**config.mk**
```make
export PLATFORM = sky130hd
export DESIGN_NAME = alu_simd_mc
export DESIGN_NICKNAME = d
export VERILOG_FILES = /design/src/rtl/alu_simd_mc.sv
export SDC_FILE = /design/constraint.sdc
export NUM_CORES = 2
export LEC_CHECK = 0
export CORE_UTILIZATION = 50
export DETAILED_ROUTE_END_ITERATION = 8
export PLACE_DENSITY = 0.68
export SETUP_SLACK_MARGIN = 0.05
export SYNTH_ARGS = -nofsm -noshare
export SYNTH_HDL_FRONTEND = slang
export SYNTH_SLANG_ARGS = --single-unit
```
**constraint.sdc**
```tcl
create_clock -name clk -period 7.2 [get_ports clk]
set_clock_uncertainty 0.05 [all_clocks]
set_input_delay 1.44 -clock clk [delete_from_list [all_inputs] [get_ports clk]]
set_output_delay 1.44 -clock clk [all_outputs]
set_load 0.005 [all_outputs]
```
**src/rtl/alu_simd_mc.sv**
```systemverilog
// alu_simd_mc: LANES x N-bit signed SIMD ALU with valid/ready handshakes.
// Add/sub/mul/or/and/copy-b take 1 cycle; div/mod use an N+1 cycle divider.
// Ports: clk, rst_n (sync, active-low), in_valid/in_ready, ctrl, a, b,
//        out_valid/out_ready, result, flags ({neg,zero,carry,ovf}/lane), dz.
// Optional: define ALU_SAT_EN to saturate add/sub/mul on signed overflow.
module alu_simd_mc #(
    parameter int N     = 8,
    parameter int LANES = 4
) (
    input  logic               clk,
    input  logic               rst_n,
    input  logic               in_valid,
    output logic               in_ready,
    input  logic [3:0]         ctrl,
    input  logic [LANES*N-1:0] a,
    input  logic [LANES*N-1:0] b,
    output logic               out_valid,
    input  logic               out_ready,
    output logic [LANES*N-1:0] result,
    output logic [LANES*4-1:0] flags,
    output logic [LANES-1:0]   dz
);
    localparam int CW = $clog2(N + 1);
    localparam logic [3:0] OP_ADD = 4'b0000;
    localparam logic [3:0] OP_SUB = 4'b0001;
    localparam logic [3:0] OP_MUL = 4'b0010;
    localparam logic [3:0] OP_OR  = 4'b0011;
    localparam logic [3:0] OP_MOD = 4'b0100;
    localparam logic [3:0] OP_AND = 4'b0101;
    localparam logic [3:0] OP_CPB = 4'b0110;
    localparam logic [3:0] OP_DIV = 4'b1000;
    localparam logic [N-1:0] MAXV = {1'b0, {(N-1){1'b1}}};
    localparam logic [N-1:0] MINV = {1'b1, {(N-1){1'b0}}};

    typedef enum logic [1:0] {IDLE, BUSY, HOLD} state_e;

    state_e             state_q, state_d;
    logic [CW-1:0]      cnt_q, cnt_d;
    logic               div_q, div_d;
    logic [LANES*N-1:0] a_q, a_d, b_q, b_d;
    logic [LANES*N-1:0] dq_q, dq_d, rm_q, rm_d, dv_q, dv_d;
    logic [LANES*N-1:0] res_q, res_d;
    logic [LANES*4-1:0] flg_q, flg_d;
    logic [LANES-1:0]   dz_q, dz_d;

    logic [LANES*N-1:0] sc_res, st_dq, st_rm, fin_res, abs_a, abs_b;
    logic [LANES*4-1:0] sc_flg, fin_flg;
    logic [LANES-1:0]   fin_dz;
    logic               is_dm, accept;

    for (genvar g = 0; g < LANES; g++) begin : g_lane
        logic [N-1:0]   la, lb, r, dq, rm, dv, ra, rb, qv, rv, fr;
        logic [N:0]     sum, dif, tr, ts;
        logic [2*N-1:0] ax, bx, prod;
        logic           c, v, qb, bz, ovf;

        assign la   = a[g*N +: N];
        assign lb   = b[g*N +: N];
        assign sum  = {1'b0, la} + {1'b0, lb};
        assign dif  = {1'b0, la} - {1'b0, lb};
        assign ax   = {{N{la[N-1]}}, la};
        assign bx   = {{N{lb[N-1]}}, lb};
        assign prod = ax * bx;

        always_comb begin
            r = '0;
            c = 1'b0;
            v = 1'b0;
            case (ctrl)
                OP_ADD: begin
                    r = sum[N-1:0];
                    c = sum[N];
                    v = (la[N-1] == lb[N-1]) && (sum[N-1] != la[N-1]);
`ifdef ALU_SAT_EN
                    if (v) r = la[N-1] ? MINV : MAXV;
`endif
                end
                OP_SUB: begin
                    r = dif[N-1:0];
                    c = dif[N];
                    v = (la[N-1] != lb[N-1]) && (dif[N-1] != la[N-1]);
`ifdef ALU_SAT_EN
                    if (v) r = la[N-1] ? MINV : MAXV;
`endif
                end
                OP_MUL: begin
                    r = prod[N-1:0];
                    // fits signed N bits iff the top N+1 bits agree
                    v = !((&prod[2*N-1:N-1]) || !(|prod[2*N-1:N-1]));
`ifdef ALU_SAT_EN
                    if (v) r = prod[2*N-1] ? MINV : MAXV;
`endif
                end
                OP_OR:   r = la | lb;
                OP_AND:  r = la & lb;
                OP_CPB:  r = lb;
                default: r = '0;
            endcase
        end

        assign sc_res[g*N +: N] = r;
        assign sc_flg[g*4 +: 4] = {r[N-1], r == '0, c, v};
        assign abs_a[g*N +: N]  = la[N-1] ? -la : la;
        assign abs_b[g*N +: N]  = lb[N-1] ? -lb : lb;

        // one restoring step: shift dividend MSB into the remainder
        assign dq = dq_q[g*N +: N];
        assign rm = rm_q[g*N +: N];
        assign dv = dv_q[g*N +: N];
        assign tr = {rm, dq[N-1]};
        assign ts = tr - {1'b0, dv};
        assign qb = ~ts[N];
        assign st_dq[g*N +: N] = {dq[N-2:0], qb};
        assign st_rm[g*N +: N] = qb ? ts[N-1:0] : tr[N-1:0];

        // sign fix-up after N steps; dq holds |q|, rm holds |r|
        assign ra  = a_q[g*N +: N];
        assign rb  = b_q[g*N +: N];
        assign qv  = (ra[N-1] ^ rb[N-1]) ? -dq : dq;
        assign rv  = ra[N-1] ? -rm : rm;
        assign bz  = (rb == '0);
        assign ovf = (ra == MINV) && (&rb);
        assign fr  = bz ? (div_q ? '1 : ra) : (div_q ? qv : rv);
        assign fin_res[g*N +: N] = fr;
        assign fin_flg[g*4 +: 4] = {fr[N-1], fr == '0, 1'b0, ovf};
        assign fin_dz[g] = bz;
    end

    assign is_dm     = (ctrl == OP_DIV) || (ctrl == OP_MOD);
    assign in_ready  = rst_n && ((state_q == IDLE) ||
                                 ((state_q == HOLD) && out_ready));
    assign accept    = in_valid && in_ready;
    assign out_valid = (state_q == HOLD);
    assign result    = res_q;
    assign flags     = flg_q;
    assign dz        = dz_q;

    always_comb begin
        state_d = state_q;
        cnt_d   = cnt_q;
        div_d   = div_q;
        a_d     = a_q;
        b_d     = b_q;
        dq_d    = dq_q;
        rm_d    = rm_q;
        dv_d    = dv_q;
        res_d   = res_q;
        flg_d   = flg_q;
        dz_d    = dz_q;
        unique case (state_q)
            IDLE, HOLD: begin
                if (accept) begin
                    if (is_dm) begin
                        state_d = BUSY;
                        cnt_d   = CW'(N);
                        div_d   = (ctrl == OP_DIV);
                        a_d     = a;
                        b_d     = b;
                        dq_d    = abs_a;
                        dv_d    = abs_b;
                        rm_d    = '0;
                    end else begin
                        state_d = HOLD;
                        res_d   = sc_res;
                        flg_d   = sc_flg;
                        dz_d    = '0;
                    end
                end else if ((state_q == HOLD) && out_ready) begin
                    state_d = IDLE;
                end
            end
            BUSY: begin
                if (cnt_q == '0) begin
                    state_d = HOLD;
                    res_d   = fin_res;
                    flg_d   = fin_flg;
                    dz_d    = fin_dz;
                end else begin
                    dq_d  = st_dq;
                    rm_d  = st_rm;
                    cnt_d = cnt_q - CW'(1);
                end
            end
            default: state_d = IDLE;
        endcase
    end

    always_ff @(posedge clk) begin
        if (!rst_n) begin
            state_q <= IDLE;
            cnt_q   <= '0;
            div_q   <= 1'b0;
            a_q     <= '0;
            b_q     <= '0;
            dq_q    <= '0;
            rm_q    <= '0;
            dv_q    <= '0;
            res_q   <= '0;
            flg_q   <= '0;
            dz_q    <= '0;
        end else begin
            state_q <= state_d;
            cnt_q   <= cnt_d;
            div_q   <= div_d;
            a_q     <= a_d;
            b_q     <= b_d;
            dq_q    <= dq_d;
            rm_q    <= rm_d;
            dv_q    <= dv_d;
            res_q   <= res_d;
            flg_q   <= flg_d;
            dz_q    <= dz_d;
        end
    end
endmodule

```
Word-level counts from Yosys, hierarchy flattened --
Cells that the tools add are included.
Word-level totals: register bits after elaboration 219, input bits 72, output and inout bits 54
Operators by class: add/subtract/negate cells 29, multiply operators 4, equal/unequal tests 35, muxes and demuxes 73, bitwise operators 16, reductions and logical operators 62
Operators with widths (number):
- 2-to-1 mux 32 bit | 9
- 2-to-1 mux 8 bit | 32
- one-hot mux 32 bit (2 select lines) | 3
- one-hot mux 8 bit (6 select lines) | 4
- negation 8 bit | 16
- logical NOT 8 bit | 12
- multiplier 8 x 8 -> 16 bit | 4
- 2-to-1 mux 16 bit | 3
- adder 8 x 8 -> 9 bit | 4
- AND reduction 9 bit | 4
- OR reduction 9 bit | 4
- subtractor 8 x 8 -> 9 bit | 4
- subtractor 9 x 8 -> 9 bit | 4
- bitwise AND 8 bit | 4
- == test 8 bit (second input constant) | 4
- bitwise OR 8 bit | 4
- one-hot mux 16 bit (2 select lines) | 1
- AND reduction 8 bit | 4
- 2-to-1 mux 4 bit | 6
- one-hot mux 4 bit (2 select lines) | 2
- logical AND 1 bit | 15
- == test 4 x 3 -> 1 bit (second input constant) | 3
- != test 1 bit | 12
- one-hot mux 1 bit (3 select lines) | 4
- other kinds (23) | 57

Longest topological paths before layout --
depth after elaboration 9, depth in mapped cells 21, gate-level depth less buffers 20

Worst setup path before layout --
No wires, ideal clock.
path type input-to-reg, start input a[15], end register flg_q[4] (netlist: flags[4]), arrival 6.070 ns, data required time 7.012 ns, setup slack 0.942 ns, stages 17, buffers on the path 1, cells stage by stage buf_1 > nand2_1 > fa_1 > inv_1 > fa_1 > inv_1 > fa_1 > fa_1 > inv_1 > ha_1 > o2111ai_1 > nor3b_1 > a211oi_1 > xnor2_1 > or4_1 > o311ai_1 > a221oi_1
Between the ends: word-level cells in the longest chain between the ends 9, elaborated cells between the ends (all ways) 18
RTL lines:
- from (decl) | line 15 | input logic [LANES*N-1:0] a,
- multiplier 8 x 8 -> 16 bit | line 63 | assign prod = ax * bx;
- OR reduction 9 bit | line 89 | v = !((&prod[2*N-1:N-1]) || !(|prod[2*N-1:N-1]));
- logical NOT 1 bit | line 89
- logical OR 1 bit | line 89
- logical NOT 1 bit | line 89
- one-hot mux 1 bit (3 select lines) * | line 69 | case (ctrl)
- 2-to-1 mux 16 bit * | line 153 | if (is_dm) begin
- 2-to-1 mux 16 bit * | line 152 | if (accept) begin
- one-hot mux 16 bit (2 select lines) * | line 150 | unique case (state_q)
- to (signal assigned) | line 211 | flg_q <= flg_d;
- to (decl) | line 43 | logic [LANES*4-1:0] flg_q, flg_d;
Every way passes the cells marked *; elsewhere a longest branch is shown, timed or not. The select of a mux whose other input is x is not followed. A chain may end at the register's enable or synchronous reset.

Final worst setup path --
Same ends and word-level chain as after synthesis.

==> impl_table.tex <==
\begin{tabular}{lr}
\hline
Metric & Value \\
\hline
\multicolumn{2}{l}{\textbf{Outcome}} \\
\quad Result of the run & complete, no violations \\
\multicolumn{2}{l}{\textbf{Synth}} \\
\quad Cell with the most instances after synthesis & inv\_1 \\
\quad Fraction of registers with async set or reset after synthesis & 0 \\
\quad Combinational family with the most area after synthesis & adder cells \\
\quad Cell type with the highest aggregate area in the netlist & fa\_1 \\
\quad Mux share of post-synthesis cell area & 0.0168 \\
\quad Number of distinct library cell variants in the gate-level netlist after synthesis & between 80 and 90 \\
\quad Fraction of the mapped netlist area in adder cells & 0.304 \\
\quad Avg Inst Size Synth & 7.78 sq um \\
\quad Sequential fraction of the synthesis area & 0.161 \\
\quad Cell count after synthesis & 3374 \\
\quad Synth Warn \# & 0 \\
\quad Primary flip-flop cell chosen by synthesis mapping & dfxtp\_1 \\
\quad Syn\_nets & 3944 \\
\quad Area contributors post-synth & fa\_1 18\%, dfxtp\_1 16\%, ha\_1 13\% \\
\quad Synthesized cell area & 26300 sq um \\
\quad Area fraction of the dominant cell type after synthesis & 0.177 \\
\quad Post-Synth XOR/XNOR Area & 0.0614 \\
\quad Yosys reg bits & roughly 210 \\
\quad Compound-gate portion of the synthesized area & 0.194 \\
\quad Number of enable flip-flop cells after synthesis & 0 \\
\quad Top cell types by occurrence after synthesis & 426 x inv\_1, 388 x nand2\_1, 346 x nor2\_1 \\
\quad Area fraction in and, or, nand and nor cells after synthesis & 0.174 \\
\multicolumn{2}{l}{\textbf{STA}} \\
\quad Min setup slack post-route & 606 ps \\
\quad Total Negative Setup Slacks & 0 ps \\
\quad Transition time at the pin with the least slew margin & between 1000 and 1500 ps \\
\quad Setup Viol. Count Final & 0 \\
\quad Headroom to the max-slew limit & 0.0522 \\
\quad Fin crit period & between 6000 and 7000 ps \\
\quad Hold slack & $\sim$400 ps \\
\quad Maximum achievable frequency & approximately 150 MHz \\
\quad Share of the cycle needed by the critical path after routing & 0.916 \\
\quad Unrepaired setup endpoints after global routing & false \\
\quad Number of max-slew violations in the final report & 0 \\
\quad Final number of hold-violating endpoints & 0 \\
\multicolumn{2}{l}{\textbf{CTS}} \\
\quad Clock tree root driver cell & clkbuf\_16 \\
\quad Max Root-Sink Buffers & 3 \\
\quad Inserted Clock Buffers & 25 \\
\quad Clock-pin slew on the worst setup and hold paths & 60 ps \\
\quad Post-cts gate resize count & 0 \\
\quad Number of buffers inserted by hold repair at cts & 0 \\
\quad Clock network latency to the later pin of the worst-skew pair & 540 ps \\
\quad CTS tree & built \\
\quad Clock sinks & $\sim$210 \\
\quad Total number of H-tree levels & 1 \\
\quad Post-CTS repair timing setup buffer count & 0 \\
\multicolumn{2}{l}{\textbf{Floorplan}} \\
\quad Number of core rows & between 80 and 90 \\
\quad Starting density of the core & 0.509 \\
\quad Die Y-Extent & 231 microns \\
\quad I/O pin count & about 130 \\
\quad Floorplan Core Area & just over 50000 sq um \\
\quad Die area & 53400 sq um \\
\quad Die W & 231 microns \\
\multicolumn{2}{l}{\textbf{Route}} \\
\quad Final routed DRC violation total & 0 \\
\quad Mean routed wirelength per cell & approximately 22 microns \\
\quad Final antenna-violating net count & 0 \\
\quad Post-Route WL & between 90000 and 100000 microns \\
\quad Number of iterations in the first detailed-routing pass & 7 \\
\quad Starting DRT DRC Count & about 2400 \\
\quad Drt via density & 6.02 \\
\quad Number of vias after detailed routing & 25100 \\
\multicolumn{2}{l}{\textbf{Placed design}} \\
\quad Placement-stage worst setup slack & 120 ps \\
\quad Input/output buffers & around 130 \\
\quad Sum of net half-perimeters after detailed placement & roughly 70000 microns \\
\quad GPL Wtd Cong & about 0.98 \\
\quad Number of placed instances with taps included & about 4100 \\
\multicolumn{2}{l}{\textbf{Critical path}} \\
\quad Kind of launch point of the worst setup path & primary input \\
\quad Source of the critical timing path & a[15] \\
\quad Worst endpoint data arrival time & 6910 ps \\
\quad Worst reg-to-reg path cell count & 13 \\
\quad Required time of the critical path & approximately 7500 ps \\
\quad Category of the most critical setup path & in2reg \\
\quad Type of destination of the critical path & register \\
\quad End of the worst register-to-register path & rm\_q[14] \\
\quad Destination of the critical timing path & flags[4] \\
\quad Reg-to-reg setup timing slack & 3260 ps \\
\quad Maximum fanout encountered on the critical timing path & 4 \\
\quad FF-to-FF Start & dq\_q[15] \\
\multicolumn{2}{l}{\textbf{Finish}} \\
\quad Area added between synthesis and finish & 12.3\% \\
\quad Fraction of final layout cells sized beyond drive strength 1 & 0.0576 \\
\quad Final instance count without filler cells & between 4000 and 5000 \\
\quad Post-layout net count & approximately 4000 \\
\multicolumn{2}{l}{\textbf{Power}} \\
\quad Static Leak & between 0.01 and 0.015 uW \\
\quad PwrDens & approximately 230 nW/um\^{}2 \\
\quad Maximum resistive drop on vdd & $\sim$0.00024 V \\
\quad Total power draw & 6640 uW \\
\multicolumn{2}{l}{\textbf{Global route}} \\
\quad Number of global-route vias before repair & about 25000 \\
\quad Wire length of the first global-routing pass & 141000 microns \\
\quad Initial antenna violation count & 2 \\
\quad Maximum number of pins on one net before global-route repair & between 80 and 90 \\
\quad Total global routing track utilization & 0.337 \\
\quad Gr ovfl total & 0 \\
\multicolumn{2}{l}{\textbf{Flow run}} \\
\quad Max-Cap Viols & 0 \\
\multicolumn{2}{l}{\textbf{Hold path}} \\
\quad Classification of the worst-slack hold path & reg2reg \\
\quad Number of cells on the worst hold path & 2 \\
\hline
\end{tabular}
[power breakdown]
part           total (uW)  switching [uW]  internal (uW)
clock                1330             537            795
sequential           1220            25.9           1190
combinational        4090            2370           1720
total                6640            2940           3700
[cells by family after synthesis]
family | count (synthesis)
DFF | 211
and+or+nand+nor | 1035
muxes | 40
AOI/OAI and AO/OA | 785
buffers and inverters | 621
xor gates and xnor gates | 184
adders and majority gates | 498
[final cells by class]
type | instances | area (sq um)
well taps | 680 | 851
fillers | 4821 | 22100
repair buffers | 239 | 2110
inverters | 451 | 1700
clock buffers | 34 | 709
clock inverters | 10 | 133
multi-input cells | 2542 | 19800
diodes | 1 | 2.50
flip-flops and latches | 211 | 4220
[per-layer routing]
metal | vias to the layer above | share of wire | global-route usage
li1 | 11600 | - | -
met1 | 12200 | 0.44 | 0.472
met2 | 1083 | 0.45 | 0.539
met3 | 189 | 0.079 | 0.0407
met4 | 2 | 0.036 | 0.108
met5 | - | 0.00014 | 0
[sequential cells by signal, indices dropped and copies added (netlist names)]
register	cells
rm_q	32
flags	12
b_q	32
div_q	1
dv_q	28
result	32
state_q	2
dz	4
cnt_q	4
a_q	32
dq_q	32
[worst min path at each step]
stage	startpoint	end	slack, ps
final	dv_q[14]	dv_q[14]	400
after global routing	dv_q[14]	dv_q[14]	420
after CTS	dv_q[14]	dv_q[14]	400
after detailed placement	dv_q[14]	dv_q[14]	400
after global placement	dv_q[14]	dv_q[14]	390
after floorplan	dv_q[14]	dv_q[14]	380
[worst max-delay path, stage by stage]
cell             delay, ps
clkdlybuf4s50_1        530
clkinv_1               150
nor2_1                 210
inv_1                   80
fa_1                   640
inv_1                  130
fa_1                   560
inv_1                   60
fa_1                   490
fa_1                   540
inv_1                   50
ha_1                   350
o2111ai_1              270
nor3b_1                100
a211oi_1               280
xnor2_1                140
or4_1                  520
o311ai_1               250
a221oi_1               110
[metrics by stage]
stage | instance area (sq um) | util
after CTS | 29500 | 0.571
after global routing | 29500 | 0.571
after global placement | 28700 | 0.555
after floorplan | 26300 | -
after detailed placement | 28700 | 0.555
final | 29500 | 0.571
[placed cells by master, fill, tap and decap left out, types with 21 or more instances in the layout]
cell | synthesis | routed
a211oi_1 | 36 | 36
a21o_1 | 23 | 23
a21oi_1 | 259 | 259
a221oi_1 | 35 | 35
a22oi_1 | 54 | 54
buf_4 | 4 | 114
clkbuf_16 | 0 | 25
clkdlybuf4s50_1 | 0 | 125
clkinv_1 | 21 | 21
dfxtp_1 | 211 | 211
fa_1 | 232 | 232
ha_1 | 266 | 266
inv_1 | 426 | 426
nand2_1 | 388 | 387
nand3_1 | 45 | 45
nor2_1 | 346 | 343
nor2b_1 | 29 | 29
nor3_1 | 73 | 73
nor4_1 | 37 | 37
o21ai_0 | 118 | 118
o21bai_1 | 24 | 24
o22ai_1 | 40 | 39
o31ai_1 | 21 | 21
xnor2_1 | 126 | 126
xor2_1 | 58 | 58
Note: power is estimated with default switching activity, not from simulation.
